### config.mk
export PLATFORM = sky130hd
export DESIGN_NAME = imem_loader_flat
export DESIGN_NICKNAME = d
export VERILOG_FILES = /design/src/rtl/imem_loader_pkg.sv /design/src/rtl/imem_loader_if.sv /design/src/rtl/imem_loader_byte_word_packer.sv /design/src/rtl/imem_loader.sv /design/src/flat_wrapper.sv
export SDC_FILE = /design/constraint.sdc
export NUM_CORES = 1
export LEC_CHECK = 0
export ABC_CLOCK_PERIOD_IN_PS = 3200
export BUFFER_PORTS_ARGS = -buffer_cell sky130_fd_sc_hd__buf_2
export CAP_MARGIN = 0
export CELL_PAD_IN_SITES_DETAIL_PLACEMENT = 0
export CELL_PAD_IN_SITES_GLOBAL_PLACEMENT = 1
export CORE_UTILIZATION = 39
export CTS_CLUSTER_SIZE = 30
export DETAILED_ROUTE_END_ITERATION = 8
export GPL_ROUTABILITY_DRIVEN = 0
export PLACE_DENSITY = 0.84
export SYNTH_ARGS = -nofsm -noshare
export SYNTH_HDL_FRONTEND = slang
export SYNTH_SLANG_ARGS = --single-unit
### constraint.sdc
create_clock -name clk -period 3.2 [get_ports clk]
set_input_delay 0.64 -clock clk [delete_from_list [all_inputs] [get_ports clk]]
set_output_delay 0.64 -clock clk [all_outputs]
set_load 0.03 [all_outputs]
### src/rtl/imem_loader_pkg.sv
// imem_loader shared types and constants.
// Optional checksum stage: define IMEM_LOADER_CHECKSUM_EN.
package imem_loader_pkg;

  typedef enum logic [2:0] {
    S_IDLE,
    S_HEADER,
    S_DATA,
    S_CHECK,
    S_DONE,
    S_ERR
  } state_e;

  localparam int unsigned BYTE_LANES    = 4;
  localparam int unsigned DEF_NUM_WORDS = 16;

endpackage

### src/rtl/imem_loader_if.sv
// Byte-stream input and instruction-memory write bus of the loader.
// master = loader side, slave = stream source / memory side.
interface imem_loader_if;

  logic        byte_valid;
  logic [7:0]  byte_data;
  logic        byte_ready;
  logic        imem_we;
  logic [31:0] imem_addr;
  logic [31:0] imem_wdata;

  modport master (
    input  byte_valid,
    input  byte_data,
    output byte_ready,
    output imem_we,
    output imem_addr,
    output imem_wdata
  );

  modport slave (
    output byte_valid,
    output byte_data,
    input  byte_ready,
    input  imem_we,
    input  imem_addr,
    input  imem_wdata
  );

endinterface

### src/rtl/imem_loader_byte_word_packer.sv
// Packs bytes MSB-first into 32-bit words; word_ready flags the 4th byte.
// word is the packed value including the byte being shifted in now.
module byte_word_packer
  import imem_loader_pkg::*;
(
  input  logic        clk,
  input  logic        reset,
  input  logic        clr,
  input  logic        shift_en,
  input  logic [7:0]  byte_in,
  output logic        word_ready,
  output logic [31:0] word
);

  logic [1:0]  lane_q, lane_d;
  logic [31:0] sr_q, sr_d;

  always_comb begin
    word       = {sr_q[23:0], byte_in};
    word_ready = shift_en && (lane_q == 2'(BYTE_LANES - 1));
    lane_d     = lane_q;
    sr_d       = sr_q;
    if (clr) begin
      lane_d = 2'd0;
      sr_d   = 32'd0;
    end else if (shift_en) begin
      lane_d = lane_q + 2'd1;
      sr_d   = word;
    end
  end

  always_ff @(posedge clk) begin
    if (reset) begin
      lane_q <= 2'd0;
      sr_q   <= 32'd0;
    end else begin
      lane_q <= lane_d;
      sr_q   <= sr_d;
    end
  end

endmodule

### src/rtl/imem_loader.sv
// Boot loader: byte stream -> big-endian words -> imem, CPU held until done.
// Define IMEM_LOADER_CHECKSUM_EN for the trailing checksum byte.
module imem_loader
  import imem_loader_pkg::*;
#(
  parameter int unsigned NUM_WORDS = DEF_NUM_WORDS
) (
  input  logic          clk,
  input  logic          reset,
  input  logic          start,
  imem_loader_if.master bus,
  output logic          cpu_hold,
  output logic          done,
  output logic          error
);

  state_e      state_q, state_d;
  logic [7:0]  n_q, n_d;
  logic [7:0]  wcnt_q, wcnt_d;
  logic [7:0]  sum_q, sum_d;
  logic        rdy_q, rdy_d;
  logic        we_q, we_d;
  logic [31:0] addr_q, addr_d;
  logic [31:0] wdata_q, wdata_d;
  logic        hold_q, hold_d;
  logic        done_q, done_d;
  logic        err_q, err_d;

  logic        acc;
  logic        idle_like;
  logic        pk_clr;
  logic        pk_shift;
  logic        pk_ready;
  logic [31:0] pk_word;
  logic [7:0]  sum_nxt;

  assign acc       = bus.byte_valid && rdy_q;
  assign idle_like = (state_q == S_IDLE) || (state_q == S_DONE)
                  || (state_q == S_ERR);
  assign pk_clr    = start && idle_like;
  assign pk_shift  = acc && (state_q == S_DATA);
  assign sum_nxt   = sum_q + bus.byte_data;

  byte_word_packer u_packer (
    .clk        (clk),
    .reset      (reset),
    .clr        (pk_clr),
    .shift_en   (pk_shift),
    .byte_in    (bus.byte_data),
    .word_ready (pk_ready),
    .word       (pk_word)
  );

  always_comb begin
    state_d = state_q;
    n_d     = n_q;
    wcnt_d  = wcnt_q;
    sum_d   = sum_q;
    we_d    = 1'b0;
    addr_d  = addr_q;
    wdata_d = wdata_q;
    unique case (state_q)
      S_IDLE, S_DONE, S_ERR: begin
        if (start) begin
          state_d = S_HEADER;
          wcnt_d  = 8'd0;
          sum_d   = 8'd0;
        end
      end
      S_HEADER: begin
        if (acc) begin
          if (bus.byte_data == 8'd0
              || 32'(bus.byte_data) > NUM_WORDS) begin
            state_d = S_ERR;
          end else begin
            n_d     = bus.byte_data;
            sum_d   = bus.byte_data;
            state_d = S_DATA;
          end
        end
      end
      S_DATA: begin
        if (acc) begin
          sum_d = sum_nxt;
          if (pk_ready) begin
            we_d    = 1'b1;
            addr_d  = {22'd0, wcnt_q, 2'b00};
            wdata_d = pk_word;
            if (wcnt_q == n_q - 8'd1) begin
`ifdef IMEM_LOADER_CHECKSUM_EN
              state_d = S_CHECK;
`else
              state_d = S_DONE;
`endif
            end else begin
              wcnt_d = wcnt_q + 8'd1;
            end
          end
        end
      end
`ifdef IMEM_LOADER_CHECKSUM_EN
      S_CHECK: begin
        if (acc) begin
          state_d = (sum_nxt == 8'd0) ? S_DONE : S_ERR;
        end
      end
`endif
      default: state_d = S_IDLE;
    endcase
    // outputs registered from the next state so they line up with it
    rdy_d  = (state_d == S_HEADER) || (state_d == S_DATA)
          || (state_d == S_CHECK);
    hold_d = (state_d != S_DONE);
    done_d = (state_d == S_DONE);
    err_d  = (state_d == S_ERR);
  end

  always_ff @(posedge clk) begin
    if (reset) begin
      state_q <= S_IDLE;
      n_q     <= 8'd0;
      wcnt_q  <= 8'd0;
      sum_q   <= 8'd0;
      rdy_q   <= 1'b0;
      we_q    <= 1'b0;
      addr_q  <= 32'd0;
      wdata_q <= 32'd0;
      hold_q  <= 1'b1;
      done_q  <= 1'b0;
      err_q   <= 1'b0;
    end else begin
      state_q <= state_d;
      n_q     <= n_d;
      wcnt_q  <= wcnt_d;
      sum_q   <= sum_d;
      rdy_q   <= rdy_d;
      we_q    <= we_d;
      addr_q  <= addr_d;
      wdata_q <= wdata_d;
      hold_q  <= hold_d;
      done_q  <= done_d;
      err_q   <= err_d;
    end
  end

  assign bus.byte_ready = rdy_q;
  assign bus.imem_we    = we_q;
  assign bus.imem_addr  = addr_q;
  assign bus.imem_wdata = wdata_q;
  assign cpu_hold       = hold_q;
  assign done           = done_q;
  assign error          = err_q;

endmodule

### src/flat_wrapper.sv
// flat-port wrapper written by rule: the top's interface ports become plain ports
module imem_loader_flat import imem_loader_pkg::*;
#(
  parameter int unsigned NUM_WORDS = DEF_NUM_WORDS
)
  (clk, reset, start, cpu_hold, done, error, bus_byte_valid, bus_byte_data, bus_byte_ready, bus_imem_we, bus_imem_addr, bus_imem_wdata);
  imem_loader_if bus_i ();
  input  logic clk;
  input  logic reset;
  input  logic start;
  output logic cpu_hold;
  output logic done;
  output logic error;
  input wire logic [$bits(bus_i.byte_valid)-1:0] bus_byte_valid;
  input wire logic [$bits(bus_i.byte_data)-1:0] bus_byte_data;
  output wire logic [$bits(bus_i.byte_ready)-1:0] bus_byte_ready;
  output wire logic [$bits(bus_i.imem_we)-1:0] bus_imem_we;
  output wire logic [$bits(bus_i.imem_addr)-1:0] bus_imem_addr;
  output wire logic [$bits(bus_i.imem_wdata)-1:0] bus_imem_wdata;
  assign bus_i.byte_valid = bus_byte_valid;
  assign bus_i.byte_data = bus_byte_data;
  assign bus_byte_ready = bus_i.byte_ready;
  assign bus_imem_we = bus_i.imem_we;
  assign bus_imem_addr = bus_i.imem_addr;
  assign bus_imem_wdata = bus_i.imem_wdata;
  imem_loader #(.NUM_WORDS(NUM_WORDS)) u_core (.clk(clk), .reset(reset), .start(start), .bus(bus_i), .cpu_hold(cpu_hold), .done(done), .error(error));
endmodule
## Word level (Yosys, flattened, before mapping)

Index checks and enable logic that the tools add are counted.

- Flip-flop bits (word level): 90
- Bits in latches: 0
- Memory bits (writable): 0
- Bits in read-only memories: 0
- Input bits: 12
- Memories: 0

- $add $sub $neg: 3
- Multiply operators: 0
- Divide/modulo/power cells: 0
- $lt $le $gt $ge: 1
- Eq/ne operators: 16
- Shift operators: 0
- Mux-type cells: 13
- Bitwise logic cells: 3
- Reduce and logical (&&, ||, !) cells: 18

Operator list:

| kind | count |
|---|---|
| $mux 8 | 4 |
| $mux 3 | 6 |
| $pmux 8 s2 | 1 |
| $eq 3x3->1 const B | 4 |
| $eq 3x2->1 const B | 3 |
| $pmux 3 s3 | 1 |
| $add 8x1->8 const B | 1 |
| $eq 8x8->1 | 1 |
| $gt 8x5->1 const B | 1 |
| $logic_not 8->1 | 1 |
| $sub 8x1->8 const B | 1 |
| $eq 3x1->1 const B | 2 |
| $reduce_and 3->1 | 2 |
| $reduce_or 3->1 | 2 |
| $logic_or 1x1->1 | 5 |
| $reduce_and 5->1 | 1 |
| $logic_and 1x1->1 | 4 |
| $ne 2x1->1 const B | 2 |
| $ne 2x2->1 const B | 2 |
| $logic_not 3->1 | 1 |
| $ne 3x3->1 const B | 1 |
| $not 1->1 | 3 |
| $add 2x1->2 const B | 1 |
| $eq 2x2->1 const B | 1 |
| other kinds (3) | 3 |

## Longest topological paths before layout

Gate-level depths: netlist of run 1.

- Word-level depth: 9
- Depth in mapped cells: 9

## Cells and area by module

Synthesis of run 1 repeated with hierarchy kept, for this count alone.

- Cells, all modules: 450
- Area, all modules: 3918.8 um^2

Modules (own cells, without submodules):

| module | times used | cells an instance | area each (um^2) |
|---|---|---|---|
| imem_loader | 1 | 355 | 2879.0 |
| byte_word_packer | 1 | 95 | 1039.7 |

## Worst setup path before layout of run 1

Ideal clock, no wire load.

- Kind: register -> register
- From: reg u_core.n_q[0]
- To: reg u_core.wcnt_q[0]
- Data arrival time: 2.370 ns
- Data required time: 3.142 ns
- Path slack: 0.772 ns
- Cell stages (with the launch flop): 10
- Buffers on the path: 1
- Period minus slack after synthesis: 2.428 ns
- Path through: dfxtp_1 inv_1 ha_1 or3b_4 or4_4 a2111oi_4 a31o_4 buf_8 and3_1 o21a_1

- Word-level cells in the longest chain between the ends: 4

Ends and longest elaborated chain:

| what | line | text |
|---|---|---|
| start, declared | imem_loader.sv:18 | `logic [7:0] n_q, n_d;` |
| start signal, assigned | imem_loader.sv:133 | `n_q <= n_d;` |
| $sub 8x1->8 | imem_loader.sv:89 | `if (wcnt_q == n_q - 8'd1) begin` |
| $eq 8x8->1 | imem_loader.sv:89 |  |
| $ne 2x2->1 (no source line) | - |  |
| $reduce_and 5->1 (no source line) | - |  |
| end signal, assigned | imem_loader.sv:134 | `wcnt_q <= wcnt_d;` |
| end, declared | imem_loader.sv:19 | `logic [7:0] wcnt_q, wcnt_d;` |

Every way passes these cells.
A chain may end at the register's enable or synchronous reset.

## Worst setup path in the final report of run 1

- From: reg u_core.n_q[0]
- To: reg u_core.err_q (netlist: u_core.error)

- Word-level cells in the longest chain between the ends: 7

Ends and longest elaborated chain:

| what | line | text |
|---|---|---|
| $sub 8x1->8 | imem_loader.sv:89 |  |
| $eq 8x8->1 | imem_loader.sv:89 |  |
| $mux 3 | imem_loader.sv:89 |  |
| $mux 3 | imem_loader.sv:85 | `if (pk_ready) begin` |
| $mux 3 | imem_loader.sv:83 | `if (acc) begin` |
| $pmux 3 s3 | imem_loader.sv:62 | `unique case (state_q)` |
| $eq 3x3->1 | imem_loader.sv:115 | `err_d = (state_d == S_ERR);` |
| end signal, assigned | imem_loader.sv:142 | `err_q <= err_d;` |
| end, declared | imem_loader.sv:27 | `logic err_q, err_d;` |

Every way passes these cells.

==> out/metrics.cfg, run 1 <==
[clock_network]
cts_made_buffers=9
htreeDepth=3
clk-insertion-delay-late_ps=360
ctsResizeCount=0
clockRootBuffer=clkbuf_8
clockBufferDepth=2
path_clk_slew_ps=100
hold_buffers=0
cts.sinks=90
cts_tree=built
postCtsSetupBuffers=0

[timing]
hold_viol=0
rsz0062_at_grt=no
maxSlewViolCount=0
worst_pin_slew_ps=575.3
hold_ws_ps=448.5
tns_ps=0
fmax_mhz=392.1
slew_headroom_pct=61.53
final.min_clock_period_ps=2550
final-setup-viol-count=0
fin_skew_ps=10.95
timing.final.crit_share_pct=79.70

[setup_path]
reg2reg_slack_ps=650
path_max_fanout=6
required_ps=3500
critPathLaunchType=flip-flop
arrival_ps=2850
cp-end-kind=flip-flop
timing_worst_setup_path_type=flip-flop to flip-flop

[grt]
grt_max_degree=51
grt_pass1_wl_mm=13.72
overflow=0
grt_pass1_vias=2883
antenna_found_initial=0
grt_usage_pct=17.27

[placed_design]
dp_cells=630
io_buffers=56
hpwl_mm=5.564
placed_area_mm2=0.004035

[layout]
drive_gt1_share_pct=17.02
finalInstanceArea_mm2=0.004259
area_growth_pct=13.01
final_cells=646
nets=527
finish.utilization_pct=45.88
final_cell_mix=nand2_1 (153), dfxtp_1 (90), a21oi_1 (75)
layout_commonest_cell=nand2_1
diodes=0

[synthesis]
synth_area_leaders=dfxtp_1 (48%), nand2_1 (15%), a21oi_1 (10%), buf_4 (4.8%), clkbuf_1 (2.4%)
ys_seq_elements=90
yosys_warnings=0
synth_ff_type=dfxtp_1
yosysTopAreaCellShare_pct=47.81
synth_area_leader_cell=dfxtp_1
async_flop_share_pct=0
synth_area_mm2=0.003769
ys_types=49
syn_inst=469
synth-edff-count=0
avgSynthCellArea_um2=8.035
yosysSeqAreaShare_pct=47.81

[floorplan]
die_x_um=100.3
start_util_pct=40.59
die_h_um=100.3
core_mm2=0.009284
dieArea_mm2=0.01006
rows=35
io_pins=81

[run]
max_cap_viol_count=0

[min_path]
hp-class=flip-flop to flip-flop

[route]
route.detailed.drc=0
routed_wl_mm=8.106
vias=3074
viasPerCell=4.759
first_iter_violations=144
drt_pre_antenna_iters=4
ant_nets=0
wire_per_inst_um=12.55

[power_and_ir_drop]
peakVddDrop_v=0.0002837
cellPowerDensity_mw_per_mm2=490.6
p_leak_nw=1.600

[run_status]
status=finished, final reports clean

-- worst paths after layout --
| check | from | end | cells after the start |
|---|---|---|---|
| setup / recovery | u_core.n_q[0] | u_core.error | 8 |
| hold / removal | u_core.u_packer.sr_q[21] | u_core.bus.imem_wdata[29] | 2 |
| setup reg to reg | u_core.n_q[0] | u_core.error | 8 |
| hold reg to reg | u_core.u_packer.sr_q[21] | u_core.bus.imem_wdata[29] | 2 |
-- flip-flops by register name (all words and copies together) (netlist names) --
signal and cells:
u_core.state_q 3, u_core.n_q 8, u_core.error 1, u_core.done 1, u_core.bus.imem_we 1, u_core.cpu_hold 1
u_core.bus.imem_wdata 32, u_core.wcnt_q 8, u_core.u_packer.sr_q 24, u_core.bus.imem_addr 8, u_core.u_packer.lane_q 2, u_core.bus.byte_ready 1
-- final cells by class --
type / count / area, um^2
Clock buffer: 10 / 127.6
Clock inverter: 6 / 96.34
Fill cell: 973 / 5025
Inverter: 6 / 22.52
Multi-Input combinational cell: 342 / 1717
Sequential cell: 90 / 1802
Tap cell: 129 / 161.4
Timing Repair Buffer: 63 / 332.8
-- cells in the mapped netlist (all sizes together) (3+ instances only) --
library cell  instances
a21oi                77
or4                   3
nand3                 7
o21ai                 3
dfxtp                90
inv                   6
nand2b                5
clkbuf               24
and3                  6
nor2                 11
buf                  30
xnor2                 9
nand2               153
ha                    3
nor2b                 3
nand4                 3
and2                  4
mux2i                 3
-- worst max-delay path, cell delays in order (launching register included) --
cell and delay [ps]:
dfxtp_1 370, inv_1 70, ha_1 200, or3b_4 410, or4_4 440, a2111oi_4 400
nand4_1 250, a21oi_2 230, nor2b_1 140
-- report_power, final --
| group | internal [W] | leakage [nW] | switching [W] |
|---|---|---|---|
| Combinational | 0.0000152 | 0.765 | 0.0000798 |
| Sequential | 0.00112 | 0.725 | 0.00000242 |
| Clock | 0.000451 | 0.109 | 0.000419 |
| Total | 0.00159 | 1.60 | 0.000501 |
-- stage by stage --
step	setup slack, ps	power [W]
finish	649.7	0.002090
CTS	655.5	0.002113
global placement	735.1	0.001245
floorplan	772.4	0.001245
global route	507.2	0.002170
detailed placement	669.8	0.001246
-- layer usage --
layer	GRT usage, %	share of wire, %	vias up
met5	0	0	-
met4	6.689	1.2	0
met3	3.203	3.6	8
met2	28.13	46	65
met1	22.67	49	1417
li1	-	-	1584
-- cells by family after synthesis --
kind of cell    after synthesis  share of synthesized area [%]
mux                           3                         0.7968
other cells                   1                        0.09951
compound gates               96                          15.51
simple gates                206                          23.54
fa+ha+maj                     3                         0.9961
flops                        90                          47.81
buf+inv                      60                          8.931
xor+xnor                     10                          2.324
Power figures use the tool's default switching activity.
==> run 2, diff against run 1 <==
--- a/config.mk
+++ b/config.mk
@@ -5,7 +5,7 @@
 export SDC_FILE = /design/constraint.sdc
 export NUM_CORES = 1
 export LEC_CHECK = 0
-export ABC_CLOCK_PERIOD_IN_PS = 3200
+export ABC_CLOCK_PERIOD_IN_PS = 2400
 export BUFFER_PORTS_ARGS = -buffer_cell sky130_fd_sc_hd__buf_2
 export CAP_MARGIN = 0
 export CELL_PAD_IN_SITES_DETAIL_PLACEMENT = 0
==> constraint.sdc (replaced) <==
create_clock -name clk -period 2.4 [get_ports clk]
set_input_delay 0.48 -clock clk [delete_from_list [all_inputs] [get_ports clk]]
set_output_delay 0.48 -clock clk [all_outputs]
set_load 0.03 [all_outputs]
==> run 2 against run 1 <==
- sequential power rose by 34%
- global-route usage fell by 0.29 points
- hold slack got worse by 72 ps
- non-clock buffer count rose by 9
- final area rose by 0.68%
- fmax rose by 8.1%
- largest power group unchanged
- highest routed layer unchanged
==> out/metrics.cfg, run 2 (same netlist as run 1, synthesis figures left out) <==
[min_path]
hp-class=input pin to flip-flop

[clock_network]
cts_made_buffers=9  ; unchanged
cts.sinks=90  ; unchanged
cts_tree=built
hold_buffers=0  ; unchanged
clockRootBuffer=clkbuf_8
clk-insertion-delay-late_ps=360  ; about the same
clockBufferDepth=2  ; unchanged
path_clk_slew_ps=90  ; about the same
htreeDepth=3  ; unchanged

[grt]
grt_pass1_wl_mm=13.48  ; -1.8%
grt_pass1_vias=2838  ; -1.6%
grt_max_degree=51  ; unchanged
grt_usage_pct=16.98  ; -0.29 points
overflow=0  ; unchanged
antenna_found_initial=0  ; unchanged

[layout]
fillers=970  ; -0.31%
largest_reg_flops=32  ; unchanged
area_growth_pct=13.78
layout_commonest_cell=nand2_1
final_cell_mix=nand2_1 (153), dfxtp_1 (88), a21oi_1 (75)
diodes=0  ; unchanged
drive_gt1_share_pct=19.39  ; +2.4 points
nets=536  ; +1.7%

[setup_path]
cp_cell_sequence=inv_2, ha_4, or3b_4, or4_4, a2111oi_4, nand4_1, a21oi_2, nor2b_1
slowest_delay_ps=430  ; about the same
arrival_ps=2650  ; -200 ps
path_max_fanout=4  ; -2
cp-end-kind=flip-flop
reg2reg_slack_ps=40  ; -610 ps
required_ps=2690  ; -810 ps
crit_family=simple AND/OR/NAND/NOR gates
worst-path-buf-inv=1  ; unchanged
timing_worst_setup_path_type=flip-flop to flip-flop
critPathLaunchType=flip-flop
cp_slowest_cell=or4_4

[power_and_ir_drop]
seqPwrFrac_pct=59.1  ; +5.3 points
cellPowerDensity_mw_per_mm2=591.3  ; +21%
combPwrFrac_pct=5.0  ; +0.5 points
p_switching_w=0.0006404  ; +28%
p_clk_share_pct=35.9  ; -5.8 points
switching_share_pct=25.26  ; +1.3 points
p_total_w=0.002535  ; +21%
internal_power_w=0.001895  ; +19%
p_leak_nw=1.621  ; +1.3%
peakVddDrop_v=0.0002877  ; +1.4%

[route]
viasPerCell=4.792  ; +0.71%
wire_per_inst_um=12.27  ; -2.2%
routed_wl_mm=8.035  ; -0.88%
drt_pre_antenna_iters=4  ; unchanged
first_iter_violations=183  ; +27%
vias=3139  ; +2.1%
route.detailed.drc=0  ; unchanged
ant_nets=0  ; unchanged

[timing]
timing.final.crit_share_pct=98.26  ; +19 points
maxSlewViolCount=0  ; unchanged
fin_ws_ps=41.83  ; -607.8 ps
worst_pin_slew_ps=566.8  ; -8.431 ps
fin_skew_ps=10.42  ; -0.5256 ps
hold_viol=0  ; unchanged
slew_headroom_pct=62.10  ; +0.56 points
rsz0062_at_grt=yes
fmax_mhz=424.1  ; +8.1%
final-setup-viol-count=0  ; unchanged
final.min_clock_period_ps=2358  ; -192.2 ps

[floorplan]
rows=35  ; unchanged
die_h_um=100.3  ; unchanged
core_mm2=0.009284  ; unchanged
io_pins=81  ; unchanged
dieArea_mm2=0.01006  ; unchanged
die_x_um=100.3  ; unchanged
start_util_pct=40.59  ; unchanged

[run_status]
status=finished, final reports clean

[placed_design]
io_buffers=56  ; unchanged
hpwl_mm=5.431  ; -2.4%
place_ws_ps=-24.25  ; -694.1 ps

[run]
max_cap_viol_count=0  ; unchanged

run 2: metal layers:
metal	GRT usage [%]	vias up	part of all wire, %	wire length [um]
met2	25.13	82	45	3600
met4	6.912	0	1.3	107
li1	-	1602	-	-
met1	23.35	1446	49	3966
met5	0	-	0	0
met3	4.596	9	4.5	360
run 2: stage by stage:
stage,cells,instance area (um^2),util [%],setup TNS (ps),hold WS [ps]
global placement,635,4073,43.87,0,440.2
CTS,653,4259,45.88,-9.247,361.2
global route,655,4288,46.19,-331.3,357.8
detailed placement,635,4073,43.87,-36.24,444.6
finish,655,4288,46.19,0,376.0
floorplan,492,3855,-,0,432.2
run 2: final timing paths:
check / from / to / cells after the start
hold / removal: bus_byte_data[7] / u_core.bus.imem_wdata[7] / 3
setup reg to reg: u_core.n_q[1] / u_core.error / 8
setup / recovery: u_core.n_q[1] / u_core.error / 8
hold reg to reg: u_core.bus.imem_wdata[18] / u_core.bus.imem_wdata[18] / 2
run 2: cell type report:
type	count	area (um^2)	area share, %
clock inverter	6	42.54	0.9921
sequential	90	1804	42.08
tap	129	161.4	3.764
timing repair buffer	72	400.4	9.338
clock buffer	10	127.6	2.976
multi-input combinational	342	1729	40.33
inverter	6	22.52	0.5252
run 2: power groups by stage:
| stage | clock network, W | logic, W | registers [W] |
|---|---|---|---|
| 6_report | 0.000909 | 0.000127 | 0.00150 |
| 5_1_grt | 0.00101 | 0.000138 | 0.00150 |
| 4_1_cts | 0.000943 | 0.000127 | 0.00150 |
| 3_5_place_dp | 0 | 0.000127 | 0.00153 |
| 3_3_place_gp | 0 | 0.000126 | 0.00153 |
| 2_1_floorplan | 0 | 0.000123 | 0.00154 |
run 2: worst reg2reg max path, stage by stage, from the launching register on:
cell and delay (ps):
dfxtp_2 340, inv_2 60, ha_4 120, or3b_4 380, or4_4 430, a2111oi_4 350
nand4_1 240, a21oi_2 230, nor2b_1 150
run 2: timing repair:
| item | in CTS | in global routing |
|---|---|---|
| pin swaps | 1 | 2 |
| setup endpoints to repair | 2 | 14 |
| setup buffers | 2 | 2 |
| gates resized for setup | 1 | 5 |
==> run 3, diff against run 2 <==
--- a/config.mk
+++ b/config.mk
@@ -5,7 +5,7 @@
 export SDC_FILE = /design/constraint.sdc
 export NUM_CORES = 1
 export LEC_CHECK = 0
-export ABC_CLOCK_PERIOD_IN_PS = 2400
+export ABC_CLOCK_PERIOD_IN_PS = 2300
 export BUFFER_PORTS_ARGS = -buffer_cell sky130_fd_sc_hd__buf_2
 export CAP_MARGIN = 0
 export CELL_PAD_IN_SITES_DETAIL_PLACEMENT = 0
==> constraint.sdc (replaced) <==
create_clock -name clk -period 2.3 [get_ports clk]
set_input_delay 0.46 -clock clk [delete_from_list [all_inputs] [get_ports clk]]
set_output_delay 0.46 -clock clk [all_outputs]
set_load 0.03 [all_outputs]
==> run 3 against run 2 <==
- core utilization rose by 0.59 points
- largest cell class unchanged
- non-clock buffer count fell by 1
- register-to-register slack got worse by 90 ps
- final area rose by 1.3%
- largest power group unchanged
- global-route usage rose by 0.78 points
- highest routed layer unchanged
- clock power rose by 35%
- the run now ends with negative setup slack left
- via count barely moved
- hold slack got worse by 24 ps
- sequential power rose by 4%
- clock skew rose by 4.1 ps
- combinational power rose by 5%
==> out/metrics.cfg, run 3 (same netlist as run 1, synthesis figures left out) <==
[route]
drt_pre_antenna_iters=4  ; unchanged
viasPerCell=4.797  ; about the same
ant_nets=0  ; unchanged
vias=3137  ; -0.064%
routed_wl_mm=8.203  ; +2.1%
first_iter_violations=155  ; -15%
route.detailed.drc=0  ; unchanged
wire_per_inst_um=12.54  ; +2.2%

[timing]
worst_pin_slew_ps=569.0  ; +2.171 ps
final.min_clock_period_ps=2345  ; -13.41 ps
hold_viol=0  ; unchanged
fin_skew_ps=14.57  ; +4.150 ps
fin_ws_ps=-44.76  ; -86.59 ps
fmax_mhz=426.5  ; +0.57%
slew_headroom_pct=61.95  ; -0.15 points
hold_ws_ps=352.5  ; -23.57 ps
timing.final.crit_share_pct=101.9  ; +3.7 points
final-setup-viol-count=5  ; +5
maxSlewViolCount=0  ; unchanged
rsz0062_at_grt=yes

[floorplan]
rows=35  ; unchanged
core_mm2=0.009284  ; unchanged
io_pins=81  ; unchanged
dieArea_mm2=0.01006  ; unchanged
start_util_pct=40.59  ; unchanged
die_h_um=100.3  ; unchanged
die_x_um=100.3  ; unchanged

[clock_network]
path_clk_slew_ps=90  ; about the same
clockBufferDepth=2  ; unchanged
cts.sinks=90  ; unchanged
htreeDepth=3  ; unchanged
clockRootBuffer=clkbuf_8
cts_tree=built
clk-insertion-delay-late_ps=370  ; about the same
cts_made_buffers=9  ; unchanged

[power_and_ir_drop]
cellPowerDensity_mw_per_mm2=675.1  ; +14%
p_leak_nw=1.650  ; +1.8%
p_total_w=0.002932  ; +16%
peakVddDrop_v=0.0003523  ; +22%

[layout]
largest_reg_flops=32  ; unchanged
diodes=0  ; unchanged
final_cell_mix=nand2_1 (153), dfxtp_1 (88), a21oi_1 (75)
multi_input_area_mm2=0.001737  ; +0.43%
fillers=952  ; -1.9%
final_cells=654  ; -0.15%
area_growth_pct=15.24
regArea_mm2=0.001804  ; unchanged
layout_commonest_cell=nand2_1
nets=535  ; -0.19%
drive_gt1_share_pct=19.62  ; +0.23 points

[setup_path]
arrival_ps=2650  ; about the same
cp-end-kind=flip-flop
cp_cell_sequence=inv_2, ha_4, or3b_4, or4_4, a2111oi_4, nand4_1, a21oi_2, nor2b_2
rr_worst_depth=8  ; unchanged
critPathLaunch=u_core.n_q[1]
reg2reg_slack_ps=-40  ; -90 ps
critPathLaunchType=flip-flop
required_ps=2610  ; -80 ps
timing_worst_setup_path_type=flip-flop to flip-flop
slowest_delay_ps=430  ; about the same
path_max_fanout=4  ; unchanged
rr_endpoint=u_core.error
cp_slowest_cell=or4_4
r2r_start=u_core.n_q[1]
endpoint=u_core.error

[grt]
grt_max_degree=51  ; unchanged
antenna_found_initial=0  ; unchanged
grt_pass1_wl_mm=14.00  ; +3.8%
overflow=0  ; unchanged
grt_usage_pct=17.76  ; +0.78 points
grt_pass1_vias=2909  ; +2.5%

[run_status]
failed_checks=negative setup slack
status=finished with violations

[placed_design]
hpwl_mm=5.575  ; +2.6%
io_buffers=56  ; unchanged
dp_cells=635  ; unchanged

[min_path]
hp-class=input pin to flip-flop

[run]
max_cap_viol_count=0  ; unchanged

-- run 3: what timing repair did --
item,4_1_cts,5_1_grt
pin swaps,1,3
gates resized for setup,0,2
buffers inserted,1,2
hold buffers,0,0
setup endpoints to repair,9,14
-- run 3: worst min path at each step --
stage	from	end	slack (ps)	depth (start not counted)
final	bus_byte_data[7]	u_core.bus.imem_wdata[7]	350	3
after global routing	bus_byte_data[1]	u_core.n_q[1]	360	3
after CTS	bus_byte_data[6]	u_core.bus.imem_wdata[6]	340	3
after detailed placement	u_core.u_packer.sr_q[23]	u_core.bus.imem_wdata[31]	440	2
after global placement	u_core.bus.imem_wdata[3]	u_core.bus.imem_wdata[3]	440	2
after floorplan	u_core.u_packer.sr_q[16]	u_core.bus.imem_wdata[24]	430	2
-- run 3: power breakdown --
group	total, W	internal, W	switching, W
Combinational	0.000133	0.0000222	0.000111
Clock	0.00123	0.000628	0.000606
Sequential	0.00156	0.00156	0.00000325
Total	0.00293	0.00221	0.000721
-- run 3: worst max-delay path, delay by kind of cell, from the launching register on --
family / cells / cell delay, ps
AOI/OAI and AO/OA: 2 / 580
adders and majority gates: 1 / 120
buffers and inverters: 1 / 60
DFF: 1 / 330
and+or+nand+nor: 4 / 1210
-- run 3: area by class of cell --
| cell class | count | share of cell area [%] |
|---|---|---|
| multi-input combinational | 342 | 39.99 |
| clock buffer | 10 | 2.939 |
| sequential | 90 | 41.54 |
| inverter | 6 | 0.5186 |
| timing repair buffer | 71 | 9.046 |
| clock inverter | 6 | 2.247 |
| tap | 129 | 3.717 |
-- run 3: metrics by stage --
| stage | utilization [%] | worst slack (ps) | setup TNS, ps | instance area, um^2 |
|---|---|---|---|---|
| 3_3_place_gp | 44.03 | 5.712 | 0 | 4088 |
| 2_1_floorplan | - | 16.54 | 0 | 3870 |
| 3_5_place_dp | 44.03 | -54.43 | -205.7 | 4088 |
| 6_report | 46.78 | -44.76 | -97.05 | 4343 |
| 5_1_grt | 46.78 | -158.5 | -1172 | 4343 |
| 4_1_cts | 46.54 | -45.95 | -122.6 | 4320 |
-- run 3: metal layers --
layer | track usage, % | wire length, um
met1 | 24.50 | 3913
met2 | 26.87 | 3742
met3 | 3.621 | 406
met4 | 7.692 | 140
met5 | 0 | 0
